## src/rtl/robot_pkg.sv

```systemverilog
// Shared definitions for the robot code-entry sender and checker.
// Status encodings, default flush digit and sender state encoding.
package robot_pkg;

  localparam logic [1:0] ST_ERR  = 2'b00;
  localparam logic [1:0] ST_PART = 2'b01;
  localparam logic [1:0] ST_OK   = 2'b11;
  localparam logic [1:0] ST_PROC = 2'b10;

  localparam logic [3:0] FLUSH_DIGIT_DEF = 4'hF;

  typedef enum logic [1:0] {
    S_IDLE   = 2'd0,
    S_STROBE = 2'd1,
    S_GAPW   = 2'd2,
    S_FINISH = 2'd3
  } sender_state_t;

endpackage

```

## src/rtl/robot_code_sender_if.sv

```systemverilog
// Host request/verdict signals plus the checker insere/entrada/status link.
// Master is the sender; slave is whatever submits codes and models the checker.
interface robot_code_sender_if #(
  parameter int N_DIGITS = 5,
  parameter int DIGIT_W  = 4
);

  logic                          start;
  logic [N_DIGITS*DIGIT_W-1:0]   code;
`ifdef SENDER_ERR_INJECT_EN
  logic [N_DIGITS-1:0]           err_mask;
`endif
  logic [1:0]                    status_in;
  logic                          insere;
  logic [DIGIT_W-1:0]            entrada;
  logic                          busy;
  logic                          done;
  logic [1:0]                    result;
  logic                          timeout;

`ifdef SENDER_ERR_INJECT_EN
  modport master (
    input  start, code, err_mask, status_in,
    output insere, entrada, busy, done, result, timeout
  );
  modport slave (
    output start, code, err_mask, status_in,
    input  insere, entrada, busy, done, result, timeout
  );
`else
  modport master (
    input  start, code, status_in,
    output insere, entrada, busy, done, result, timeout
  );
  modport slave (
    output start, code, status_in,
    input  insere, entrada, busy, done, result, timeout
  );
`endif

endinterface

```

## src/rtl/robot_strobe_timer.sv

```systemverilog
// GAP down-counter: reloads on the strobe cycle, ticks sample on the first gap
// cycle and strobe-enable on the last one. No backpressure; purely time-driven.
module robot_strobe_timer #(
  parameter int GAP = 2
) (
  input  logic clk,
  input  logic reset,
  input  logic load,
  input  logic run,
  output logic sample_tick,
  output logic strobe_tick
);

  localparam int CNT_W = $clog2(GAP + 1);
  localparam logic [CNT_W-1:0] GAP_V = CNT_W'(GAP);
  localparam logic [CNT_W-1:0] ONE_V = CNT_W'(1);

  logic [CNT_W-1:0] cnt_q, cnt_d;

  always_comb begin
    cnt_d = '0;
    if (load) begin
      cnt_d = GAP_V;
    end else if (run && (cnt_q != '0)) begin
      cnt_d = cnt_q - ONE_V;
    end
  end

  always_ff @(posedge clk) begin
    if (!reset) begin
      cnt_q <= '0;
    end else begin
      cnt_q <= cnt_d;
    end
  end

  // With GAP=1 both ticks land on the single gap cycle.
  assign sample_tick = run && (cnt_q == GAP_V);
  assign strobe_tick = run && (cnt_q == ONE_V);

endmodule

```

## src/rtl/robot_code_sender.sv

```systemverilog
// Sends an N-digit code as insere/entrada strobes, flushes until the checker leaves processo, reports done.
// First strobe 1 cycle after start; start ignored while busy. Optional err_mask via SENDER_ERR_INJECT_EN.
module robot_code_sender
  import robot_pkg::*;
#(
  parameter int                 N_DIGITS    = 5,
  parameter int                 DIGIT_W     = 4,
  parameter int                 GAP         = 2,
  parameter int                 MAX_FLUSH   = 4,
  parameter logic [DIGIT_W-1:0] FLUSH_DIGIT = DIGIT_W'(FLUSH_DIGIT_DEF)
) (
  input  logic                clk,
  input  logic                reset,
  robot_code_sender_if.master bus
);

  localparam int K_W = $clog2(N_DIGITS + 1);
  localparam int F_W = $clog2(MAX_FLUSH + 1);
  localparam logic [K_W-1:0] K_END = K_W'(N_DIGITS);
  localparam logic [F_W-1:0] F_END = F_W'(MAX_FLUSH);
  localparam logic [K_W-1:0] K_ONE = K_W'(1);
  localparam logic [F_W-1:0] F_ONE = F_W'(1);

  sender_state_t               state_q, state_d;
  logic [N_DIGITS*DIGIT_W-1:0] code_q, code_d;
  logic [K_W-1:0]              k_q, k_d;
  logic [F_W-1:0]              f_q, f_d;
  logic [1:0]                  result_q, result_d;
  logic                        timeout_q, timeout_d;
`ifdef SENDER_ERR_INJECT_EN
  logic [N_DIGITS-1:0]         mask_q, mask_d;
`endif

  logic                        is_digit;
  logic                        flip;
  logic [DIGIT_W-1:0]          digit_raw;
  logic [DIGIT_W-1:0]          digit_tx;
  logic                        sample_tick;
  logic                        strobe_tick;

  robot_strobe_timer #(
    .GAP (GAP)
  ) u_timer (
    .clk         (clk),
    .reset       (reset),
    .load        (state_q == S_STROBE),
    .run         (state_q == S_GAPW),
    .sample_tick (sample_tick),
    .strobe_tick (strobe_tick)
  );

  assign is_digit = (k_q < K_END);

  always_comb begin
    digit_raw = '0;
    flip      = 1'b0;
    for (int i = 0; i < N_DIGITS; i++) begin
      if (k_q == K_W'(i)) begin
        digit_raw = code_q[i*DIGIT_W +: DIGIT_W];
`ifdef SENDER_ERR_INJECT_EN
        flip      = mask_q[i];
`endif
      end
    end
    digit_tx = flip ? ~digit_raw : digit_raw;
  end

  always_comb begin
    state_d   = state_q;
    code_d    = code_q;
    k_d       = k_q;
    f_d       = f_q;
    result_d  = result_q;
    timeout_d = timeout_q;
`ifdef SENDER_ERR_INJECT_EN
    mask_d    = mask_q;
`endif
    unique case (state_q)
      S_IDLE: begin
        if (bus.start) begin
          state_d   = S_STROBE;
          code_d    = bus.code;
          k_d       = '0;
          f_d       = '0;
          timeout_d = 1'b0;
`ifdef SENDER_ERR_INJECT_EN
          mask_d    = bus.err_mask;
`endif
        end
      end
      S_STROBE: begin
        state_d = S_GAPW;
        if (is_digit) begin
          k_d = k_q + K_ONE;
        end else begin
          f_d = f_q + F_ONE;
        end
      end
      S_GAPW: begin
        // The checker registers on the strobe edge, so its answer is valid here.
        if (sample_tick && (bus.status_in != ST_PROC)) begin
          result_d = bus.status_in;
          state_d  = S_FINISH;
        end else if (sample_tick && (k_q == K_END) && (f_q == F_END)) begin
          result_d  = ST_PROC;
          timeout_d = 1'b1;
          state_d   = S_FINISH;
        end else if (strobe_tick) begin
          state_d = S_STROBE;
        end
      end
      S_FINISH: begin
        state_d = S_IDLE;
      end
      default: begin
        state_d = S_IDLE;
      end
    endcase
  end

  always_ff @(posedge clk) begin
    if (!reset) begin
      state_q   <= S_IDLE;
      code_q    <= '0;
      k_q       <= '0;
      f_q       <= '0;
      result_q  <= ST_PROC;
      timeout_q <= 1'b0;
`ifdef SENDER_ERR_INJECT_EN
      mask_q    <= '0;
`endif
    end else begin
      state_q   <= state_d;
      code_q    <= code_d;
      k_q       <= k_d;
      f_q       <= f_d;
      result_q  <= result_d;
      timeout_q <= timeout_d;
`ifdef SENDER_ERR_INJECT_EN
      mask_q    <= mask_d;
`endif
    end
  end

  assign bus.insere  = (state_q == S_STROBE);
  assign bus.entrada = (state_q != S_STROBE) ? '0 :
                       (is_digit ? digit_tx : FLUSH_DIGIT);
  assign bus.busy    = (state_q == S_STROBE) || (state_q == S_GAPW);
  assign bus.done    = (state_q == S_FINISH);
  assign bus.result  = result_q;
  assign bus.timeout = timeout_q;

endmodule

```

## src/flat_wrapper.sv

```systemverilog
// flat-port wrapper written by rule: the top's interface ports become plain ports
module robot_code_sender_flat import robot_pkg::*;
#(
  parameter int                 N_DIGITS    = 5,
  parameter int                 DIGIT_W     = 4,
  parameter int                 GAP         = 2,
  parameter int                 MAX_FLUSH   = 4,
  parameter logic [DIGIT_W-1:0] FLUSH_DIGIT = DIGIT_W'(FLUSH_DIGIT_DEF)
)
  (clk, reset, bus_start, bus_code, bus_status_in, bus_insere, bus_entrada, bus_busy, bus_done, bus_result, bus_timeout);
  robot_code_sender_if #(.N_DIGITS(N_DIGITS), .DIGIT_W(DIGIT_W)) bus_i ();
  input  logic clk;
  input  logic reset;
  input wire logic [$bits(bus_i.start)-1:0] bus_start;
  input wire logic [$bits(bus_i.code)-1:0] bus_code;
  input wire logic [$bits(bus_i.status_in)-1:0] bus_status_in;
  output wire logic [$bits(bus_i.insere)-1:0] bus_insere;
  output wire logic [$bits(bus_i.entrada)-1:0] bus_entrada;
  output wire logic [$bits(bus_i.busy)-1:0] bus_busy;
  output wire logic [$bits(bus_i.done)-1:0] bus_done;
  output wire logic [$bits(bus_i.result)-1:0] bus_result;
  output wire logic [$bits(bus_i.timeout)-1:0] bus_timeout;
  assign bus_i.start = bus_start;
  assign bus_i.code = bus_code;
  assign bus_i.status_in = bus_status_in;
  assign bus_insere = bus_i.insere;
  assign bus_entrada = bus_i.entrada;
  assign bus_busy = bus_i.busy;
  assign bus_done = bus_i.done;
  assign bus_result = bus_i.result;
  assign bus_timeout = bus_i.timeout;
  robot_code_sender #(.N_DIGITS(N_DIGITS), .DIGIT_W(DIGIT_W), .GAP(GAP), .MAX_FLUSH(MAX_FLUSH), .FLUSH_DIGIT(FLUSH_DIGIT)) u_core (.clk(clk), .reset(reset), .bus(bus_i));
endmodule
```

## config.mk

```make
export PLATFORM = sky130hd
export DESIGN_NAME = robot_code_sender_flat
export DESIGN_NICKNAME = d
export VERILOG_FILES = /design/src/rtl/robot_pkg.sv /design/src/rtl/robot_code_sender_if.sv /design/src/rtl/robot_strobe_timer.sv /design/src/rtl/robot_code_sender.sv /design/src/flat_wrapper.sv
export SDC_FILE = /design/constraint.sdc
export NUM_CORES = 1
export LEC_CHECK = 0
export CORE_ASPECT_RATIO = 2
export CORE_UTILIZATION = 35
export DETAILED_ROUTE_END_ITERATION = 10
export GPL_TIMING_DRIVEN = 0
export SLEW_MARGIN = 20
export SYNTH_ARGS = -nofsm -noshare
export SYNTH_HDL_FRONTEND = slang
export SYNTH_HIERARCHICAL = 1
export SYNTH_SLANG_ARGS = --single-unit
```

## constraint.sdc

```tcl
create_clock -name clk -period 2 [get_ports clk]
set_input_delay 0.5 -clock clk [delete_from_list [all_inputs] [get_ports clk]]
set_output_delay 0.5 -clock clk [all_outputs]
set_load 0.01 [all_outputs]
```

# Yosys cells after proc, flatten, opt, wreduce, memory -nomap -nowiden
# Index checks and enable logic that the tools add are counted.
totals:
  out_inout_bits: 10
  word_cells: 78
  reg_bits: 33
  input_bits: 25
op_classes:
  n_addsub: 3
  order_cmp: 1
  n_mux: 25
  eq_ne: 19
  n_bitwise: 2
  n_reduce_logical: 20
ops:
  columns: ["operator", "count"]
  rows:
  - ["$mux 4", 7]
  - ["$mux 2", 8]
  - ["$pmux 3 s2", 2]
  - ["$eq 3x3->1 const B", 3]
  - ["$mux 3", 3]
  - ["$ne 2x2->1 const B", 4]
  - ["$pmux 2 s4", 1]
  - ["$reduce_bool 2->1", 4]
  - ["$add 3x1->3 const B", 2]
  - ["$eq 2x2->1 const B", 3]
  - ["$eq 3x2->1 const B", 2]
  - ["$logic_and 1x1->1", 6]
  - ["$ne 2x1->1 const B", 3]
  - ["$reduce_and 2->1", 3]
  - ["$reduce_and 3->1", 2]
  - ["$eq 2x1->1 const B", 2]
  - ["$ne 4x1->1 const B", 1]
  - ["$reduce_and 4->1", 1]
  - ["$eq 3x1->1 const B", 1]
  - ["$logic_not 3->1", 1]
  - ["$lt 3x3->1 const B", 1]
  - ["$mux 1", 3]
  - ["$reduce_or 3->1", 1]
  - ["$logic_not 2->1", 1]
  - ["4 further kinds", 5]

# Depth between registers and ports, before layout
depth:
  word_depth: 8
  depth_mapped: 7
  ltp_nobuf: 7

# By module
# Netlist, hierarchy kept.
by_module_without_submodules:
  columns: ["mod", "area_per_inst_um2", "cells_each", "seq_area_each_um2", "instances"]
  rows:
  - ["robot_code_sender", 1634.1, 214, 620.6, 1]
  - ["robot_strobe_timer", 135.1, 13, 40.0, 1]

# Worst setup path after synthesis
# No wires, ideal clock.
synth_path:
  kind: "reg-to-output"
  start: "register u_core.state_q[1]"
  end: "output bus_entrada[0]"
  required_ps: 1500
  t_arrival_ps: 1487
  n_path_buf: 1
  path_stages_with_launch: 6
  setup_slack_ps: 13
  path_cell_list: "dfxtp_1 inv_1 ha_1 clkbuf_1 nand2_1 o31ai_1"
synth_via:
  elab_chain_cells: 2
synth_lines:
  columns: ["item", "line", "source"]
  rows:
  - ["start, declared", "robot_code_sender.sv:24", "sender_state_t state_q, state_d;"]
  - ["start signal, assigned", "robot_code_sender.sv:133", "state_q <= state_d;"]
  - ["$ne 2x1->1", "robot_code_sender.sv:146", "assign bus.entrada = (state_q != S_STROBE) ? '0 :"]
  - ["$mux 4", "robot_code_sender.sv:146", null]
  - ["end, declared", "flat_wrapper.sv:18", "output wire logic [$bits(bus_i.entrada)-1:0] bus_entrada;"]
# No other way between the ends.

# Final worst setup path
layout_path:
  start: "register u_core.k_q[0]"
  end: "output bus_entrada[2]"
layout_via:
  elab_chain_cells: 8
  word_cells_on_any_way: 13
layout_lines:
  columns: ["item", "line", "source"]
  rows:
  - ["start, declared", "robot_code_sender.sv:26", "logic [K_W-1:0] k_q, k_d;"]
  - ["start signal, assigned", "robot_code_sender.sv:135", "k_q <= k_d;"]
  - ["$logic_not 3->1", "robot_code_sender.sv:58", "if (k_q == K_W'(i)) begin"]
  - ["$mux 4 (5 in a row)", "robot_code_sender.sv:58", null]
  - ["$mux 4 (*)", "robot_code_sender.sv:147", "(is_digit ? digit_tx : FLUSH_DIGIT);"]
  - ["$mux 4 (*)", "robot_code_sender.sv:146", null]
# Every way passes the cells marked *; elsewhere a longest branch is shown, timed or not.

==> results_dict.tcl <==
set metrics [dict create \
    max_slew.worst_pin.slew_ns 0.560 \
    htree_num_levels 2 \
    max_freq_mhz 456 \
    ctsLongestPathBuffers 2 \
    clock-sinks 33 \
    gr-total-overflow 0 \
    route.vias.total 1785 \
    path_class "register to output port" \
    rows 36 \
    required_ns 1.50 \
    finalPower_mw 2.57 \
    status "finished, violations left" \
    cts_tree "done" \
    synthDistinctLibCells 35 \
    place_hpwl_mm 3.35 \
    synth-seq-cells 33 \
    cp_slowest_stage_delay_ns 0.38 \
    routed_wirelength_mm 5.06 \
    crit_arrival_ns 1.69 \
    path_cells "ha_2 > ha_4 > nor2b_1 > o31ai_1 > buf_2" \
    ys_seq_area_share_pct 37.3 \
    path_clk_slew_ns 0.07 \
    cts_buffers 5 \
    crit_fanout 8 \
    synth_area_leaders "dfxtp_1 (37%), nand2_1 (12%), ha_1 (9.9%)" \
    clkLatencyLatePin_ns 0.29 \
    ant_nets 0 \
    violations "negative setup slack" \
    peakVddDrop_mv 0.675 \
    wire_per_inst_um 15.2 \
    finalHoldWorstSlack_ns 0.459 \
    grt_pass1_vias 1761 \
    die_h_um 103 \
    io_buffers 34 \
    initial_core_util_pct 36.4 \
    pre_cts_ws_ns -0.824 \
    syn_inst 227 \
    ctsHoldBuffers 0 \
    synth_top_area_share_pct 37.3 \
    finalCritPeriodShare_pct 110 \
    antenna_found_initial 0 \
    tns_ns -0.658 \
    drive_gt1_share_pct 24.7 \
    dieArea_sq_um 5360 \
    slowest_stage "dfxtp_4" \
    hold_violations 0 \
    rsz0062_at_grt "true" \
    hp-class "register to register" \
    end_kind "output port" \
    core_area_sq_um 4860 \
    p_per_area_nw_per_um2 984 \
    grt_max_degree 11 \
    start_kind "register" \
    syn_to_final_growth_pct 47.5 \
    root_buffer "clkbuf_8" \
    place_congestion 0.855 \
    setup_slack_ns -0.191 \
    syn-cell-area_sq_um 1770 \
    post-route-util_pct 53.6 \
    grt_pass1_wl_mm 8.25 \
    dr.pass1.iters 4 \
    syn_avg_cell_area_sq_um 7.79 \
    drtIter0Drc 48 \
    yosysTopAreaCell "dfxtp_1" \
    via_per_inst 5.38 \
    power.leakage_nw 0.984 \
    skew_ns 0.0130 \
    diodes 0 \
    grtUsageTotal_pct 21.1 \
    ys_warn_count 6 \
    layout_min_cycle_time_ns 2.19 \
    io_pins 35 \
    slew_headroom_pct 62.3 \
    slew_violations 0 \
    drc_errors 0 \
    die_x_um 52.3 \
    final_nets 313 \
    setup_violations 4 \
    maxCapViolCount 0 \
    syn_nets 266 \
]
path summary, 6_finish.rpt:
| path | startpoint | end | slack [ns] | cells after the start |
|---|---|---|---|---|
| max | u_core/k_q[0]$_SDFFE_PN0P_ | bus_entrada[2] | -0.19 | 5 |
| min | u_core/code_q[3]$_SDFFE_PN0P_ | u_core/code_q[3]$_SDFFE_PN0P_ | 0.46 | 2 |
| max reg2reg | u_core/state_q[0]$_SDFFE_PN0P_ | u_core/state_q[1]$_SDFFE_PN0P_ | 0.06 | 7 |
| min reg2reg | u_core/code_q[3]$_SDFFE_PN0P_ | u_core/code_q[3]$_SDFFE_PN0P_ | 0.46 | 2 |
cells in the mapped netlist:
| cell type | number |
|---|---|
| and2_2 | 2 |
| nor2b_1 | 6 |
| o31a_1 | 1 |
| o21ai_0 | 14 |
| a21o_2 | 1 |
| nor3_1 | 1 |
| nand3_1 | 2 |
| and3_1 | 5 |
| nand4b_1 | 1 |
| dfxtp_1 | 33 |
| buf_2 | 1 |
| nor3b_2 | 1 |
| buf_6 | 1 |
| clkbuf_1 | 10 |
| and2_1 | 1 |
| nor2_1 | 11 |
| o211ai_1 | 1 |
| ha_1 | 14 |
| o31ai_1 | 5 |
| o21a_1 | 2 |
| a22oi_2 | 1 |
| inv_1 | 13 |
| and4b_2 | 1 |
| a211oi_1 | 4 |
| nand2_1 | 55 |
| a2111oi_2 | 1 |
| a31oi_1 | 1 |
| nand2b_1 | 3 |
| a311oi_1 | 1 |
| xnor2_1 | 2 |
| a311o_1 | 1 |
| a21oi_1 | 25 |
| a22oi_1 | 1 |
| and4_4 | 1 |
| a221oi_1 | 4 |
cell usage in the layout, fill, tap and decap left out, types with 2 or more instances in the layout:
cell              n
a211oi_1          4
a21oi_1          25
a221oi_2          3
and2_2            2
and3_1            4
buf_2             4
buf_4             4
buf_6             5
clkbuf_1          7
clkbuf_2          2
clkbuf_8          7
clkdlybuf4s50_1  28
dfxtp_1          28
dfxtp_4           4
ha_1              7
ha_4              6
inv_1             9
inv_2             2
inv_4             2
nand2_1          48
nand2_2           5
nand2_4           2
nand2b_1          3
nand3_1           2
nor2_1           10
nor2b_1           5
o21a_1            2
o21ai_0           6
o21ai_1           4
o21ai_4           4
o31ai_1           2
o31ai_2           2
xnor2_1           2
cells by family (layout without fill, tap and decap cells):
kind of cell / after synthesis / count (layout) / synth area share [%]
adders and majority gates: 14 / 14 / 9.90
AOI/OAI and AO/OA: 63 / 63 / 22.5
buffers and inverters: 25 / 73 / 5.80
xor gates and xnor gates: 2 / 2 / 0.990
and+or+nand+nor: 90 / 90 / 23.5
DFF: 33 / 33 / 37.3
timing repair:
item                                    CTS  global route
pin swaps                                12             4
gates cloned                              1             0
endpoints found under the setup margin    7            27
buffers inserted                          5             1
gates resized for setup                  88            12
metrics by stage:
stage          area (sq um)  cells
2_1_floorplan          1770    227
3_3_place_gp           2180    318
3_5_place_dp           2180    318
4_1_cts                2570    331
5_1_grt                2610    332
6_report               2610    332
flip-flops by register name, indices dropped and copies added, names as in the netlist:
signal	cells
u_core/code_q	20
u_core/f_q	3
u_core/k_q	3
u_core/bus.result	2
u_core/state_q	2
u_core/u_timer/cnt_q	2
u_core/bus.timeout	1
where the power goes:
part           internal [mW]  switching (mW)
sequential             0.770           0.100
combinational          0.454           0.593
clock                  0.406           0.245
total                   1.63           0.938
metal layers:
| metal | vias to the layer above | global-route usage (%) | routed length, um | part of all wire (%) |
|---|---|---|---|---|
| met3 | 13 | 3.54 | 191 | 3.8 |
| met2 | 50 | 40.5 | 2900 | 57 |
| li1 | 869 | - | - | - |
| met5 | - | 0 | 0 | 0 |
| met1 | 853 | 20.6 | 1790 | 35 |
| met4 | 0 | 10.7 | 172 | 3.4 |
critical path, delay by kind of cell (launching register included):
family	cells	cell delay [ns]
flip-flops	1	0.38
AO/OA/AOI/OAI	1	0.28
adder cells (fa/ha/maj)	2	0.41
AND/OR/NAND/NOR	1	0.16
buffers and inverters	1	0.18
layout make-up:
class                   instances  area (sq um)
fillers                       471          2260
plain buffers                  11          68.8
clock buffers                   7          86.3
repair buffers                 41           385
flip-flops and latches         33           677
well taps                      57          71.3
clock inverters                 1          30.0
inverters                      13          53.8
multi-input cells             169          1240
No activity file was read; power rests on OpenSTA's default activity.
